$ cat config.mk
export PLATFORM = sky130hd
export DESIGN_NAME = pc_axi_write_master
export DESIGN_NICKNAME = d
export VERILOG_FILES = /design/src/rtl/pc_axi_write_master.sv
export SDC_FILE = /design/constraint.sdc
export NUM_CORES = 2
export LEC_CHECK = 0
export BUFFER_PORTS_ARGS = -buffer_cell sky130_fd_sc_hd__clkbuf_2
export CAP_MARGIN = 10
export CORE_MARGIN = 2
export CORE_UTILIZATION = 60
export CTS_CLUSTER_SIZE = 14
export DETAILED_ROUTE_END_ITERATION = 8
export PLACE_DENSITY = 0.8
export SLEW_MARGIN = 25
export SYNTH_ARGS = -nofsm -noshare
export SYNTH_HDL_FRONTEND = slang
export SYNTH_SLANG_ARGS = --single-unit
$ cat constraint.sdc
create_clock -name clk -period 48.8 [get_ports clk]
set_input_delay 4.88 -clock clk [delete_from_list [all_inputs] [get_ports clk]]
set_output_delay 4.88 -clock clk [all_outputs]
set_load 0.02 [all_outputs]
$ cat src/rtl/pc_axi_write_master.sv
// pc_axi_write_master: buffers producer beats in a FIFO and drains them as one AXI4 INCR write burst per address strobe.
module pc_axi_write_master #(
  parameter int AXI_DATA_WIDTH = 512,
  parameter int AXI_ADDR_WIDTH = 64,
  parameter int FIFO_DEPTH     = 8,
  parameter int AXI_ID_WIDTH   = 1
) (
  input  logic                        clk,
  input  logic                        reset,
  input  logic [AXI_DATA_WIDTH-1:0]   pc_st_data,
  input  logic                        pc_st_data_v,
  input  logic [AXI_ADDR_WIDTH-1:0]   pc_st_addr,
  input  logic                        pc_st_addr_v,
  output logic                        pc_awready,
  output logic                        pc_wready,
  output logic                        pc_bvalid,
  output logic                        err_overflow,
  output logic                        err_bresp,
  output logic                        err_empty,
  output logic [AXI_ID_WIDTH-1:0]     m_awid,
  output logic [AXI_ADDR_WIDTH-1:0]   m_awaddr,
  output logic [7:0]                  m_awlen,
  output logic [2:0]                  m_awsize,
  output logic [1:0]                  m_awburst,
  output logic                        m_awvalid,
  input  logic                        m_awready,
  output logic [AXI_DATA_WIDTH-1:0]   m_wdata,
  output logic [AXI_DATA_WIDTH/8-1:0] m_wstrb,
  output logic                        m_wlast,
  output logic                        m_wvalid,
  input  logic                        m_wready,
  input  logic [1:0]                  m_bresp,
  input  logic                        m_bvalid,
  output logic                        m_bready
);
  localparam int PW = $clog2(FIFO_DEPTH);
  localparam int SW = AXI_DATA_WIDTH / 8;
  localparam logic [2:0] SIZE = 3'($clog2(SW));
  typedef enum logic [2:0] {ST_IDLE, ST_AW, ST_W, ST_B, ST_DONE} state_t;
  state_t                    state_q;
  logic [AXI_DATA_WIDTH-1:0] mem_q [FIFO_DEPTH];
  logic [PW-1:0]             wr_q, rd_q;
  logic [PW:0]               count_q, len_d;
  logic [AXI_ADDR_WIDTH-1:0] awaddr_q;
  logic [7:0]                awlen_q, beat_q;
  logic                      pc_bvalid_q, err_overflow_q, err_bresp_q, err_empty_q;
  logic                      full, push, pop;
  assign full  = count_q == (PW+1)'(FIFO_DEPTH);
  assign push  = pc_st_data_v && !full;
  assign pop   = m_wvalid && m_wready;
  // The burst length snapshot counts a beat pushed in the strobe cycle.
  assign len_d = count_q + (PW+1)'(push);
  always_ff @(posedge clk)
    if (push) mem_q[wr_q] <= pc_st_data;
  always_ff @(posedge clk or negedge reset)
    if (!reset) begin
      state_q        <= ST_IDLE;
      wr_q           <= '0;
      rd_q           <= '0;
      count_q        <= '0;
      awaddr_q       <= '0;
      awlen_q        <= '0;
      beat_q         <= '0;
      pc_bvalid_q    <= 1'b0;
      err_overflow_q <= 1'b0;
      err_bresp_q    <= 1'b0;
      err_empty_q    <= 1'b0;
    end else begin
      wr_q           <= wr_q + PW'(push);
      rd_q           <= rd_q + PW'(pop);
      count_q        <= count_q + (PW+1)'(push) - (PW+1)'(pop);
      err_overflow_q <= err_overflow_q | (pc_st_data_v & full);
      pc_bvalid_q    <= state_q == ST_DONE;
      case (state_q)
        ST_IDLE: if (pc_st_addr_v) begin
          awaddr_q <= pc_st_addr;
          awlen_q  <= 8'(len_d) - 8'd1;
          beat_q   <= '0;
          if (len_d == '0) begin
            err_empty_q <= 1'b1;
            state_q     <= ST_DONE;
          end else state_q <= ST_AW;
        end
        ST_AW: if (m_awready) state_q <= ST_W;
        ST_W: if (pop) begin
          beat_q <= beat_q + 8'd1;
          if (m_wlast) state_q <= ST_B;
        end
        ST_B: if (m_bvalid) begin
          err_bresp_q <= err_bresp_q | (m_bresp != 2'b00);
          state_q     <= ST_DONE;
        end
        default: state_q <= ST_IDLE;
      endcase
    end
  assign pc_awready   = state_q == ST_IDLE;
  assign pc_wready    = !full;
  assign pc_bvalid    = pc_bvalid_q;
  assign err_overflow = err_overflow_q;
  assign err_bresp    = err_bresp_q;
  assign err_empty    = err_empty_q;
  assign m_awid       = '0;
  assign m_awaddr     = awaddr_q;
  assign m_awlen      = awlen_q;
  assign m_awvalid    = state_q == ST_AW;
  assign m_awsize     = m_awvalid ? SIZE : 3'd0;
  assign m_awburst    = m_awvalid ? 2'b01 : 2'b00;
  assign m_wvalid     = state_q == ST_W;
  assign m_wdata      = m_wvalid ? mem_q[rd_q] : '0;
  assign m_wstrb      = {SW{m_wvalid}};
  assign m_wlast      = m_wvalid && (beat_q == awlen_q);
  assign m_bready     = state_q == ST_B;
endmodule

==> results.md <==
- Status: complete, no violations
- Hold Buf Count CTS: 0
- Dpl cell area: 169000 um2
- Die height: 519 um
- Ranking of synthesized cells by area: edfxtp_1 (77%), mux4_2 (14%), mux2i_1 (3.2%), dfrtp_1 (1.5%), nor2_1 (1.2%)
- Cell variety after synth: 38
- DRT iter0 DRCs: 9678
- Final setup fails: 0
- Part of the power in the clock network: 0.275
- Fillers: 15199
- EDFF count, synth: 4096
- Via-to-Cell Ratio: 6.41
- CTS Buf Count: 402
- RSZ-0062 raised after global routing: false
- Clk slew on worst S/H paths: 60 ps
- Post-synthesis instance area: 159000 um2
- Sequential power share: 0.420
- Max Cap Viol: 0
- Share of layout cells above drive strength 1: 0.345
- Final Hold Fails: 0
- Vias in the first global route: 80386
- P_int: 7.60 mW
- Post-synth top cells: edfxtp_1 (4096), mux4_2 (1024), nor2_1 (530)
- Slew margin rel.: 0.269
- Sw Ratio: 0.321
- Core area: 265000 um2
- Leakage: 61.6 nW
- Total Wirelength: 403000 um
- Switch Pwr: 3.60 mW
- Main flop type after synthesis: edfxtp_1
- Worst Path Max Fanout: 47
- TritonCTS clock tree: built
- Overall routing resource usage: 0.295
- Most numerous cell in the Yosys netlist: edfxtp_1
- Final WS setup: 36130 ps
- Fin. max-slew vios: 0
- Nets: 8929
- Slew @ Worst Pin: 1100 ps
- Maximum root-to-sink buffer count: 4
- Gr ovfl total: 0
- Avg WL per Cell: 32.7 um
- Post-cts resize count: 0
- Yosys Warn Count: 0
- Post-Syn Instances: 6986
- Die Area: 270000 um2
- Startpoint Class: register
- Area grow syn2layout: 14.4%
- Arr. time, crit path: 7790 ps
- IO Count: 1249
- DP Wirelength: 224000 um
- Setup crit end kind: output pin
- Yosys top cell by area: edfxtp_1
- I/O Buffers: 1245
- Worst IR Drop VDD: 0.0000681 V
- Minimum clock period: 12670 ps
- Power Total: 11.2 mW
- Total clock sinks: 4190
- Worst-Skew Late Latency: 910 ps
- Min-Delay Path Class: register to register
- Cell Pwr Density: 61.4 nW/um2
- Sequential share of the synthesized area: 0.786
- FF/Latch Area: 125000 um2
- Setup TNS: 0 ps
- Chip width: 519 um
- Largest net degree at the start of global routing: 167
- Via count: 79053
- Pre-CTS setup slack: 36300 ps
- Root Driver: clkbuf_16
- Final Cycle Share: 0.260
- Multi-input logic area: 31700 um2
- Postcts setup bufs: 0
- CTS H-tree depth: 5
- Ys async rst share: 0.0224
- Comb pwr share: 0.304
- FP Rows: 189
- Seq cells post-synth: 4190
- First drt pass iteration count: 5
- DRT antenna net count: 0
- Initial core utilization: 0.602
- Max Fclk: 78.9 MHz
- First-pass GRT wire length: 576000 um
- WP data required: 43920 ps
- Top cell type's share of synthesized area: 0.772
- DRC viols: 0
- Initial antenna violation count: 159
- Global placer's final weighted congestion: 0.859
- Avg Cell Area, Syn: 22.8 um2
- Clock Skews: 48.5 ps
- Setup CP Type: register to output pin
- Final instance area: 182000 um2
[metrics by stage]
| step | hold WS [ps] | instances | util |
|---|---|---|---|
| 3_5_place_dp | 467 | 11459 | 0.638 |
| 5_1_grt | 500 | 12300 | 0.689 |
| 3_3_place_gp | 450 | 11459 | 0.638 |
| 2_1_floorplan | 455 | 6988 | - |
| 4_1_cts | 483 | 12198 | 0.687 |
| 6_report | 479 | 12339 | 0.689 |
[area by class of cell]
cell class / instances / area share
Tap cell: 3533 / 0.0242
Sequential cell: 4190 / 0.688
Clock inverter: 265 / 0.0140
Multi-Input combinational cell: 2359 / 0.174
Timing Repair Buffer: 1373 / 0.0414
Inverter: 8 / 0.000165
Antenna cell: 137 / 0.00188
Clock buffer: 474 / 0.0571
[metal layers]
metal / vias up / share of wire / track usage
li1: 31699 / - / -
met3: 992 / 0.10 / 0.0706
met1: 41293 / 0.34 / 0.374
met4: 70 / 0.056 / 0.156
met5: - / 0.0011 / 0
met2: 4999 / 0.50 / 0.479
[path summary, 6_finish.rpt]
check	startpoint	to	slack (ps)	depth (start not counted)
max reg2reg	count_q[3]$_DFF_PN0_	mem_q[1][155]$_DFFE_PP_	42640	11
max	rd_q[0]$_DFF_PN0_	m_wdata[18]	36130	10
min in group asynchronous	reset	err_overflow$_DFF_PN0_	3870	1
min	err_bresp$_DFFE_PN0P_	err_bresp$_DFFE_PN0P_	480	1
max in group asynchronous	reset	rd_q[0]$_DFF_PN0_	43640	2
min reg2reg	err_bresp$_DFFE_PN0P_	err_bresp$_DFFE_PN0P_	480	1
[cells by family (layout without fill, tap and decap cells)]
family | after synthesis | count (layout) | synth area share
AOI/OAI and AO/OA | 16 | 16 | 0.000667
DFF | 4190 | 4190 | 0.786
muxes | 1537 | 1537 | 0.177
and+or+nand+nor | 776 | 776 | 0.0188
buffers and inverters | 439 | 2120 | 0.0154
other | 1 | 140 | 0.0000235
adders and majority gates | 10 | 10 | 0.000785
xor gates and xnor gates | 17 | 17 | 0.000934
[power groups by stage]
stage	clock network, mW	registers [mW]	logic (mW)
2_1_floorplan	0	5.24	2.36
3_3_place_gp	0	4.72	3.32
3_5_place_dp	0	4.76	3.36
4_1_cts	3.11	4.71	3.42
5_1_grt	3.23	4.74	3.58
6_report	3.08	4.71	3.41
[state kept, by name (all words and copies together), names as in the netlist]
register,flops
beat_q,8
count_q,4
err_bresp,1
err_empty,1
err_overflow,1
m_awaddr,64
m_awlen,5
mem_q,4096
pc_bvalid,1
rd_q,3
state_q,3
wr_q,3
[critical path: stages (launching register included)]
cell and delay, ps:
dfrtp_4 880, buf_4 840, buf_4 830, buf_4 760
buf_4 840, buf_12 410, buf_4 810, mux4_2 620
mux2i_1 340, nor2_1 110, clkbuf_2 210
[cells in the final DEF, fill, tap and decap left out, drive strengths merged, types with 5 or more instances in the layout]
cell type     n
xor2         12
clkinv      193
nand3         6
ha           10
clkinvlp     14
nand2b        5
nor3          8
edfxtp     4096
diode       137
mux2i       512
nand2       209
bufinv       40
clkbuf     1718
buf         129
o21ai         6
nor2        530
inv          26
xnor2         5
dfrtp        94
mux4       1024
(Power assumes the default switching activity.)
